===== config.mk =====
export PLATFORM = sky130hd
export DESIGN_NAME = vle_alu
export DESIGN_NICKNAME = d
export VERILOG_FILES = /design/src/rtl/vle_alu.sv
export SDC_FILE = /design/constraint.sdc
export NUM_CORES = 1
export LEC_CHECK = 0
export ABC_CLOCK_PERIOD_IN_PS = 1000
export CAP_MARGIN = 15
export CORE_ASPECT_RATIO = 2
export CORE_MARGIN = 2
export CORE_UTILIZATION = 63
export CTS_CLUSTER_DIAMETER = 200
export DETAILED_ROUTE_END_ITERATION = 8
export HOLD_SLACK_MARGIN = 0.03
export PLACE_DENSITY = 0.9
export SLEW_MARGIN = 30
export SYNTH_ARGS = -nofsm -noshare
export SYNTH_HDL_FRONTEND = slang
export SYNTH_SLANG_ARGS = --single-unit

===== constraint.sdc =====
create_clock -name clk -period 1 [get_ports clk]
set_clock_uncertainty 0.05 [all_clocks]
set_input_delay 0.3 -clock clk [delete_from_list [all_inputs] [get_ports clk]]
set_output_delay 0.3 -clock clk [all_outputs]
set_load 0.03 [all_outputs]

===== src/rtl/vle_alu.sv =====
// vle_alu: n-bit integer ALU (add/sub with carry, logic, shifts, low-half multiply).
// Result and carry/overflow/sign/zero flags are registered with one cycle of latency.
module vle_alu #(
    parameter int unsigned n = 8
) (
    input  logic         clk,
    input  logic         rst,
    input  logic [n-1:0] a,
    input  logic [n-1:0] b,
    input  logic [5:0]   op,
    input  logic         cin,
    output logic [n-1:0] out,
    output logic         cout,
    output logic         overflow,
    output logic         sign,
    output logic         zero
);

    localparam logic [4:0] OpAdd = 5'd0;
    localparam logic [4:0] OpSub = 5'd1;
    localparam logic [4:0] OpAnd = 5'd2;
    localparam logic [4:0] OpOr  = 5'd3;
    localparam logic [4:0] OpXor = 5'd4;
    localparam logic [4:0] OpLsl = 5'd5;
    localparam logic [4:0] OpLsr = 5'd6;
    localparam logic [4:0] OpAsr = 5'd7;
    localparam logic [4:0] OpMul = 5'd8;

    // Shift amount compared at no less than 32 bits so b >= n works for any n.
    localparam int unsigned ShW = (n > 32) ? n : 32;

    logic [n:0]     sum;
    logic [n:0]     diff;
    logic [2*n-1:0] prod_u;
    logic [2*n-1:0] prod_s;
    logic [ShW-1:0] sh_amt;
    logic           sh_big;
    logic [n-1:0]   lsl_res;
    logic [n-1:0]   lsr_res;
    logic [n-1:0]   asr_res;

    assign sum     = {1'b0, a} + {1'b0, b} + {{n{1'b0}}, cin};
    assign diff    = {1'b0, a} - {1'b0, b} - {{n{1'b0}}, cin};
    assign prod_u  = {{n{1'b0}}, a} * {{n{1'b0}}, b};
    assign prod_s  = $signed({{n{a[n-1]}}, a}) * $signed({{n{b[n-1]}}, b});
    assign sh_amt  = ShW'(b);
    assign sh_big  = sh_amt >= ShW'(n);
    assign lsl_res = sh_big ? '0 : (a << b);
    assign lsr_res = sh_big ? '0 : (a >> b);
    assign asr_res = sh_big ? {n{a[n-1]}} : n'($signed(a) >>> b);

    logic [n-1:0] out_d, out_q;
    logic         cout_d, cout_q;
    logic         overflow_d, overflow_q;
    logic         sign_d, sign_q;
    logic         zero_d, zero_q;

    always_comb begin
        out_d      = '0;
        cout_d     = 1'b0;
        overflow_d = 1'b0;
        unique case (op[4:0])
            OpAdd: begin
                out_d      = sum[n-1:0];
                cout_d     = sum[n];
                overflow_d = (a[n-1] == b[n-1]) && (sum[n-1] != a[n-1]);
            end
            OpSub: begin
                out_d      = diff[n-1:0];
                // Top bit of the (n+1)-bit difference is the borrow.
                cout_d     = diff[n];
                overflow_d = (a[n-1] != b[n-1]) && (diff[n-1] != a[n-1]);
            end
            OpAnd: out_d = a & b;
            OpOr:  out_d = a | b;
            OpXor: out_d = a ^ b;
            OpLsl: out_d = lsl_res;
            OpLsr: out_d = lsr_res;
            OpAsr: out_d = asr_res;
            OpMul: begin
                if (op[5]) begin
                    out_d      = prod_s[n-1:0];
                    overflow_d = prod_s[2*n-1:n] != {n{prod_s[n-1]}};
                end else begin
                    out_d      = prod_u[n-1:0];
                    overflow_d = |prod_u[2*n-1:n];
                end
            end
            default: ;
        endcase
        sign_d = out_d[n-1];
        zero_d = (out_d == '0);
    end

    always_ff @(posedge clk or posedge rst) begin
        if (rst) begin
            out_q      <= '0;
            cout_q     <= 1'b0;
            overflow_q <= 1'b0;
            sign_q     <= 1'b0;
            zero_q     <= 1'b0;
        end else begin
            out_q      <= out_d;
            cout_q     <= cout_d;
            overflow_q <= overflow_d;
            sign_q     <= sign_d;
            zero_q     <= zero_d;
        end
    end

    assign out      = out_q;
    assign cout     = cout_q;
    assign overflow = overflow_q;
    assign sign     = sign_q;
    assign zero     = zero_q;

endmodule


==> impl_summary.txt, run 1 <==
----------------------------------------------------
[Synth]
  Async set-or-reset flop fraction in the synthesized netlist ... 1.00
  Ys flop type ... sky130_fd_sc_hd__dfrtp_1
  Syn Area/Cell ... 8.08 sq um
  Number of flops mapped to enable cells by yosys ... 0
  Cell Area, Synth ... 0.00662 sq mm
  Number of different library cells in the post-synthesis netlist ... 71
  Synthesized Nets ... 1021
  Cells after Synth ... about 820
  Share of synthesized area occupied by flip-flops and latches ... 0.0416
  Flop and latch count out of synthesis ... 11
  Number of synthesis warnings ... 0

[Floorplanning]
  Number of top-level pins ... 37
  X dimension of the die ... 76.5 um
  Vertical die dimension ... 149 um
  Total number of placement rows ... 53
  Initial core utilization ... 0.639

[Status]
  Outcome ... aborted with a tool error
  Err ... [ERROR DPL-0038] Utilization greater than 100%, impossible to legalize
  Last stage ... clock tree synthesis

[Clocking]
  Number of H-tree branching levels ... 1
  Post-cts hold buffer count ... 0
  Maximum buffer depth of the clock tree ... 2
  Cts repair resizes ... 304
  Clock net sink count ... 11
  Clock root buffer master ... sky130_fd_sc_hd__clkbuf_16
  Total clock buffers created by CTS ... 3
  Post-CTS Setup Inserts ... 60

[Placement]
  Final RePlAce weighted congestion ... 1.13
  Number of buffers inserted by port buffering ... 36
  HPWL after detailed placement ... roughly 24 mm
  Cell total after placement ... 1184

----------------------------------------------------
-- Yosys cell counts, types with 13 or more instances --
| cell type | instances | area (sq um) |
|---|---|---|
| sky130_fd_sc_hd__a21oi_1 | 34 | 170 |
| sky130_fd_sc_hd__clkbuf_1 | 15 | 56.3 |
| sky130_fd_sc_hd__nor3_1 | 27 | 135 |
| sky130_fd_sc_hd__ha_1 | 88 | 1100 |
| sky130_fd_sc_hd__a211oi_1 | 13 | 97.6 |
| sky130_fd_sc_hd__fa_1 | 89 | 1780 |
| sky130_fd_sc_hd__inv_1 | 174 | 653 |
| sky130_fd_sc_hd__o21ai_0 | 28 | 140 |
| sky130_fd_sc_hd__nor2_1 | 70 | 263 |
| sky130_fd_sc_hd__xnor2_1 | 18 | 158 |
| sky130_fd_sc_hd__mux2i_1 | 15 | 150 |
| sky130_fd_sc_hd__nand2_1 | 55 | 206 |
-- stage by stage --
step,cell area (sq um),setup WS (ns),hold WS [ns],TNS [ns]
detailed placement,9030,-4.83,0.627,-37.81
global placement,9030,-4.40,0.565,-35.38
floorplan,7190,-3.61,0.102,-24.41
-- cells by family after synthesis --
logic type / count (synthesis) / synth area share
xor+xnor: 29 / 0.0384
fa+ha+maj: 177 / 0.436
mux: 20 / 0.0380
buf+inv: 204 / 0.120
compound gates: 162 / 0.167
simple gates: 216 / 0.159
flops: 11 / 0.0416
==> run 2: changes to the inputs <==
--- a/config.mk
+++ b/config.mk
@@ -7,13 +7,10 @@
 export LEC_CHECK = 0
 export ABC_CLOCK_PERIOD_IN_PS = 1000
 export CAP_MARGIN = 15
-export CORE_ASPECT_RATIO = 2
 export CORE_MARGIN = 2
-export CORE_UTILIZATION = 63
-export CTS_CLUSTER_DIAMETER = 200
+export CORE_UTILIZATION = 40
 export DETAILED_ROUTE_END_ITERATION = 8
-export HOLD_SLACK_MARGIN = 0.03
-export PLACE_DENSITY = 0.9
+export PLACE_DENSITY_LB_ADDON = 0.15
 export SLEW_MARGIN = 30
 export SYNTH_ARGS = -nofsm -noshare
 export SYNTH_HDL_FRONTEND = slang
==> run 2 against run 1 <==
The flow now finishes, with violations (setup timing). Synthesized area did not move. Synthesized cell count is the same.
==> impl_summary.txt, run 2 <==
----------------------------------------------------
[Worst hold path]
  Hold Path Class ... input pin to async pin

[Cells and area]
  Combined area of the multi-input logic cells ... ~0.0066 sq mm
  Most frequent standard cell in the layout excluding fill and tap cells ... sky130_fd_sc_hd__buf_4
  Nets@finish ... 1336
  Largest register FFs ... 8
  N_diodes ... 0
  Layout cells sized above 1 ... 0.479
  Final cell area excluding filler cells ... 0.0109 sq mm
  Area added between synthesis and finish ... 64.2%
  Fill cell instance count of the final layout ... 1404
  Seq. cell area ... 277 sq um
  Leading cell types in the layout, fill and taps excluded ... sky130_fd_sc_hd__buf_4 (249), sky130_fd_sc_hd__inv_1 (121), sky130_fd_sc_hd__fa_1 (74), sky130_fd_sc_hd__buf_6 (60), sky130_fd_sc_hd__ha_1 (53)

[Floorplanning]
  Initial core utilization ... 0.405 (-0.235)
  X dimension of the die ... 133 um (+73%)
  Vertical die dimension ... 133 um (-11%)
  Die outline area ... 0.0176 sq mm
  Core ar. ... 0.0163 sq mm
  Number of top-level pins ... 37 (unchanged)
  Total number of placement rows ... 47 (-11%)

[Synth]
  Flop and latch count out of synthesis ... 11 (unchanged)
  Fraction of synthesized cell area taken by the top area cell type ... 0.269 (unchanged)
  Top-count cell post-synth ... sky130_fd_sc_hd__inv_1
  Biggest area contributors in the synthesized netlist ... sky130_fd_sc_hd__fa_1 (27%), sky130_fd_sc_hd__ha_1 (17%), sky130_fd_sc_hd__inv_1 (9.9%), sky130_fd_sc_hd__dfrtp_1 (4.2%), sky130_fd_sc_hd__nor2_1 (4.0%)
  Cell taking the most area after synthesis ... sky130_fd_sc_hd__fa_1
  Cells after Synth ... 819 (unchanged)
  Number of synthesis warnings ... 0 (unchanged)
  Number of different library cells in the post-synthesis netlist ... 71 (unchanged)
  Syn Area/Cell ... 8.08 sq um (unchanged)
  Number of flops mapped to enable cells by yosys ... 0 (unchanged)
  Ys flop type ... sky130_fd_sc_hd__dfrtp_1
  Share of synthesized area occupied by flip-flops and latches ... 0.0416 (unchanged)
  Synthesized Nets ... 1021 (unchanged)
  Cell Area, Synth ... 0.00662 sq mm (unchanged)
  Most frequent cells after synthesis ... sky130_fd_sc_hd__inv_1 (174), sky130_fd_sc_hd__fa_1 (89), sky130_fd_sc_hd__ha_1 (88)
  Async set-or-reset flop fraction in the synthesized netlist ... 1.00 (unchanged)

[Placement]
  Number of buffers inserted by port buffering ... 36 (unchanged)
  HPWL after detailed placement ... 21.0 mm (-13%)
  Cell area after placement ... 0.00935 sq mm (+3.5%)
  Worst-case setup slack after placement ... -4.63 ns (+0.202 ns)
  Final RePlAce weighted congestion ... 0.969 (-14%)

[Setup path]
  Critical path fanouts, max ... 3
  Endpoint type of the worst setup path ... flop
  Crit path kind ... input pin to flop
  Standard cell with the maximum stage delay on the critical path ... sky130_fd_sc_hd__fa_1
  Source of the critical timing path ... b[3]
  Required arrival time at the worst endpoint ... ~1.1 ns
  Cell family with the largest share of critical-path delay ... adder cells
  Count of cell instances traversed by the critical path ... 21
  End point of the critical path ... zero$_DFF_PP0_
  Critical path buffer and inverter count ... 8
  Critical path launch point type ... input pin
  Arrival time worst endpoint ... 4.87 ns
  Delay of the slowest critical-path stage ... 0.56 ns
  Critical path cell sequence ... buf_12 > clkinv_8 > buf_8 > nor2_4 > ha_4 > inv_4 > fa_1 > inv_2 > ha_4 > inv_2 > fa_1 > inv_2 > fa_1 > mux2i_1 > buf_4 > o22ai_2 > a211o_1 > or4_4 > nand4b_1 > or4_4 > nor3_2

[Timing]
  Ratio of final minimum period to clock period ... 4.75
  Min Clock Period, post-route ... 4.75 ns
  Slew HR ... 0.606
  Hold Violations, Final ... 0
  Setup slack after layout ... -3.75 ns
  Highest clock rate ... approximately 0.21 GHz
  Hold Worst Slack ... 0.307 ns
  Final Max Slew Viols ... 0
  Transition time of the tightest slew-check pin ... 0.585 ns
  Number of setup violations in the final report ... 23
  Setup repair after global routing missed its margin ... true

[Power]
  Maximum ir drop on the vdd rail ... 0.00372 V
  Total power ... between 20 and 25 mW
  Leakage power summed over all cells ... 5.24 nW
  Power per standard cell area ... 1970 mW/mm^2

[Clocking]
  Clock tree from TritonCTS ... built
  Clock transition at the registers of the reported paths ... 0.05 ns
  Number of H-tree branching levels ... 1 (unchanged)
  Post-cts hold buffer count ... 0 (unchanged)
  Clock root buffer master ... sky130_fd_sc_hd__clkbuf_16
  Clock net sink count ... 11 (unchanged)
  Maximum buffer depth of the clock tree ... 2 (unchanged)
  Total clock buffers created by CTS ... 3 (unchanged)

[Routing]
  Detailed-routing iteration count for the pre-antenna-repair pass ... 5
  Sum of routed wire length over all layers ... 25.2 mm
  Via-per-instance ratio ... 5.24
  Number of remaining DRC errors ... 0
  Vias after detailed routing ... 7089
  Final routed wire length divided by cell count ... about 19 um
  Post-route antenna net violation count ... 0
  DRC violation total after the first TritonRoute iteration ... 461

[Global routing]
  Global-route wire length before repair ... 40.3 mm
  Maximum number of pins on one net before global-route repair ... 18
  Initial antenna violation count ... 0
  Vias in the first global route ... ~7600
  Grt total ovfl ... 0
  Global Route Usage Sum ... 0.292

[Status]
  Outcome ... finished, violations left
  Violations in the final reports ... setup timing

[Run]
  Max capacitance violation total ... 0

----------------------------------------------------
[run 2: cell counts after synthesis]
Identical to the previous run, type by type.
[run 2: through the flow]
step	instances	utilization	setup TNS [ns]
5_1_grt	1353	0.664	-30.66
3_5_place_dp	1289	0.572	-36.63
4_1_cts	1341	0.640	-29.34
2_1_floorplan	819	-	-24.41
6_report	1353	0.664	-29.40
3_3_place_gp	1289	0.572	-36.17
[run 2: repair_timing]
action	CTS	global route
gates cloned	1	0
setup buffers	50	15
gates resized for setup	239	72
pin swaps	90	73
endpoints found under the setup margin	23	23
[run 2: cell families (layout without fill, tap and decap cells)]
family	Yosys count	after routing	synth area share
AND/OR/NAND/NOR	216	216	0.159
buffers and inverters	204	518	0.120
adder cells (fa/ha/maj)	177	177	0.436
AO/OA/AOI/OAI	162	162	0.167
XOR/XNOR	29	29	0.0384
multiplexers	20	20	0.0380
flip-flops	11	11	0.0416
[run 2: layout make-up]
type | instances | area share
well taps | 220 | 0.0253
flip-flops and latches | 11 | 0.0255
repair buffers | 338 | 0.272
multi-input cells | 604 | 0.603
clock buffers | 3 | 0.00691
clock inverters | 1 | 0.000461
inverters | 176 | 0.0672
[run 2: per-layer routing]
layer,up-vias,track usage,share of wire
li1,3370,-,-
met1,3461,0.368,0.41
met2,204,0.532,0.51
met3,54,0.0172,0.038
met4,0,0.0950,0.040
met5,-,0,0
[run 2: where the power goes]
part / total [mW] / internal, mW / switching, mW
logic: 20.1 / 10.3 / 9.81
registers: 0.517 / 0.491 / 0.0261
clock network: 0.799 / 0.535 / 0.264
[run 2: worst min-delay path by stage]
stage | from | endpoint | slack (ns) | depth (start not counted)
after floorplan | rst | cout$_DFF_PP0_ | 0.10 | 1
after global placement | rst | cout$_DFF_PP0_ | 0.57 | 3
after detailed placement | rst | cout$_DFF_PP0_ | 0.57 | 3
after CTS | rst | cout$_DFF_PP0_ | 0.31 | 3
after global routing | rst | overflow$_DFF_PP0_ | 0.34 | 3
final | rst | overflow$_DFF_PP0_ | 0.31 | 3
[run 2: tightest hold or removal path: stages]
cell and delay [ns]:
sky130_fd_sc_hd__clkdlybuf4s50_1 0.40, sky130_fd_sc_hd__inv_1 0.09, sky130_fd_sc_hd__buf_12 0.15
(Power assumes the default switching activity.)
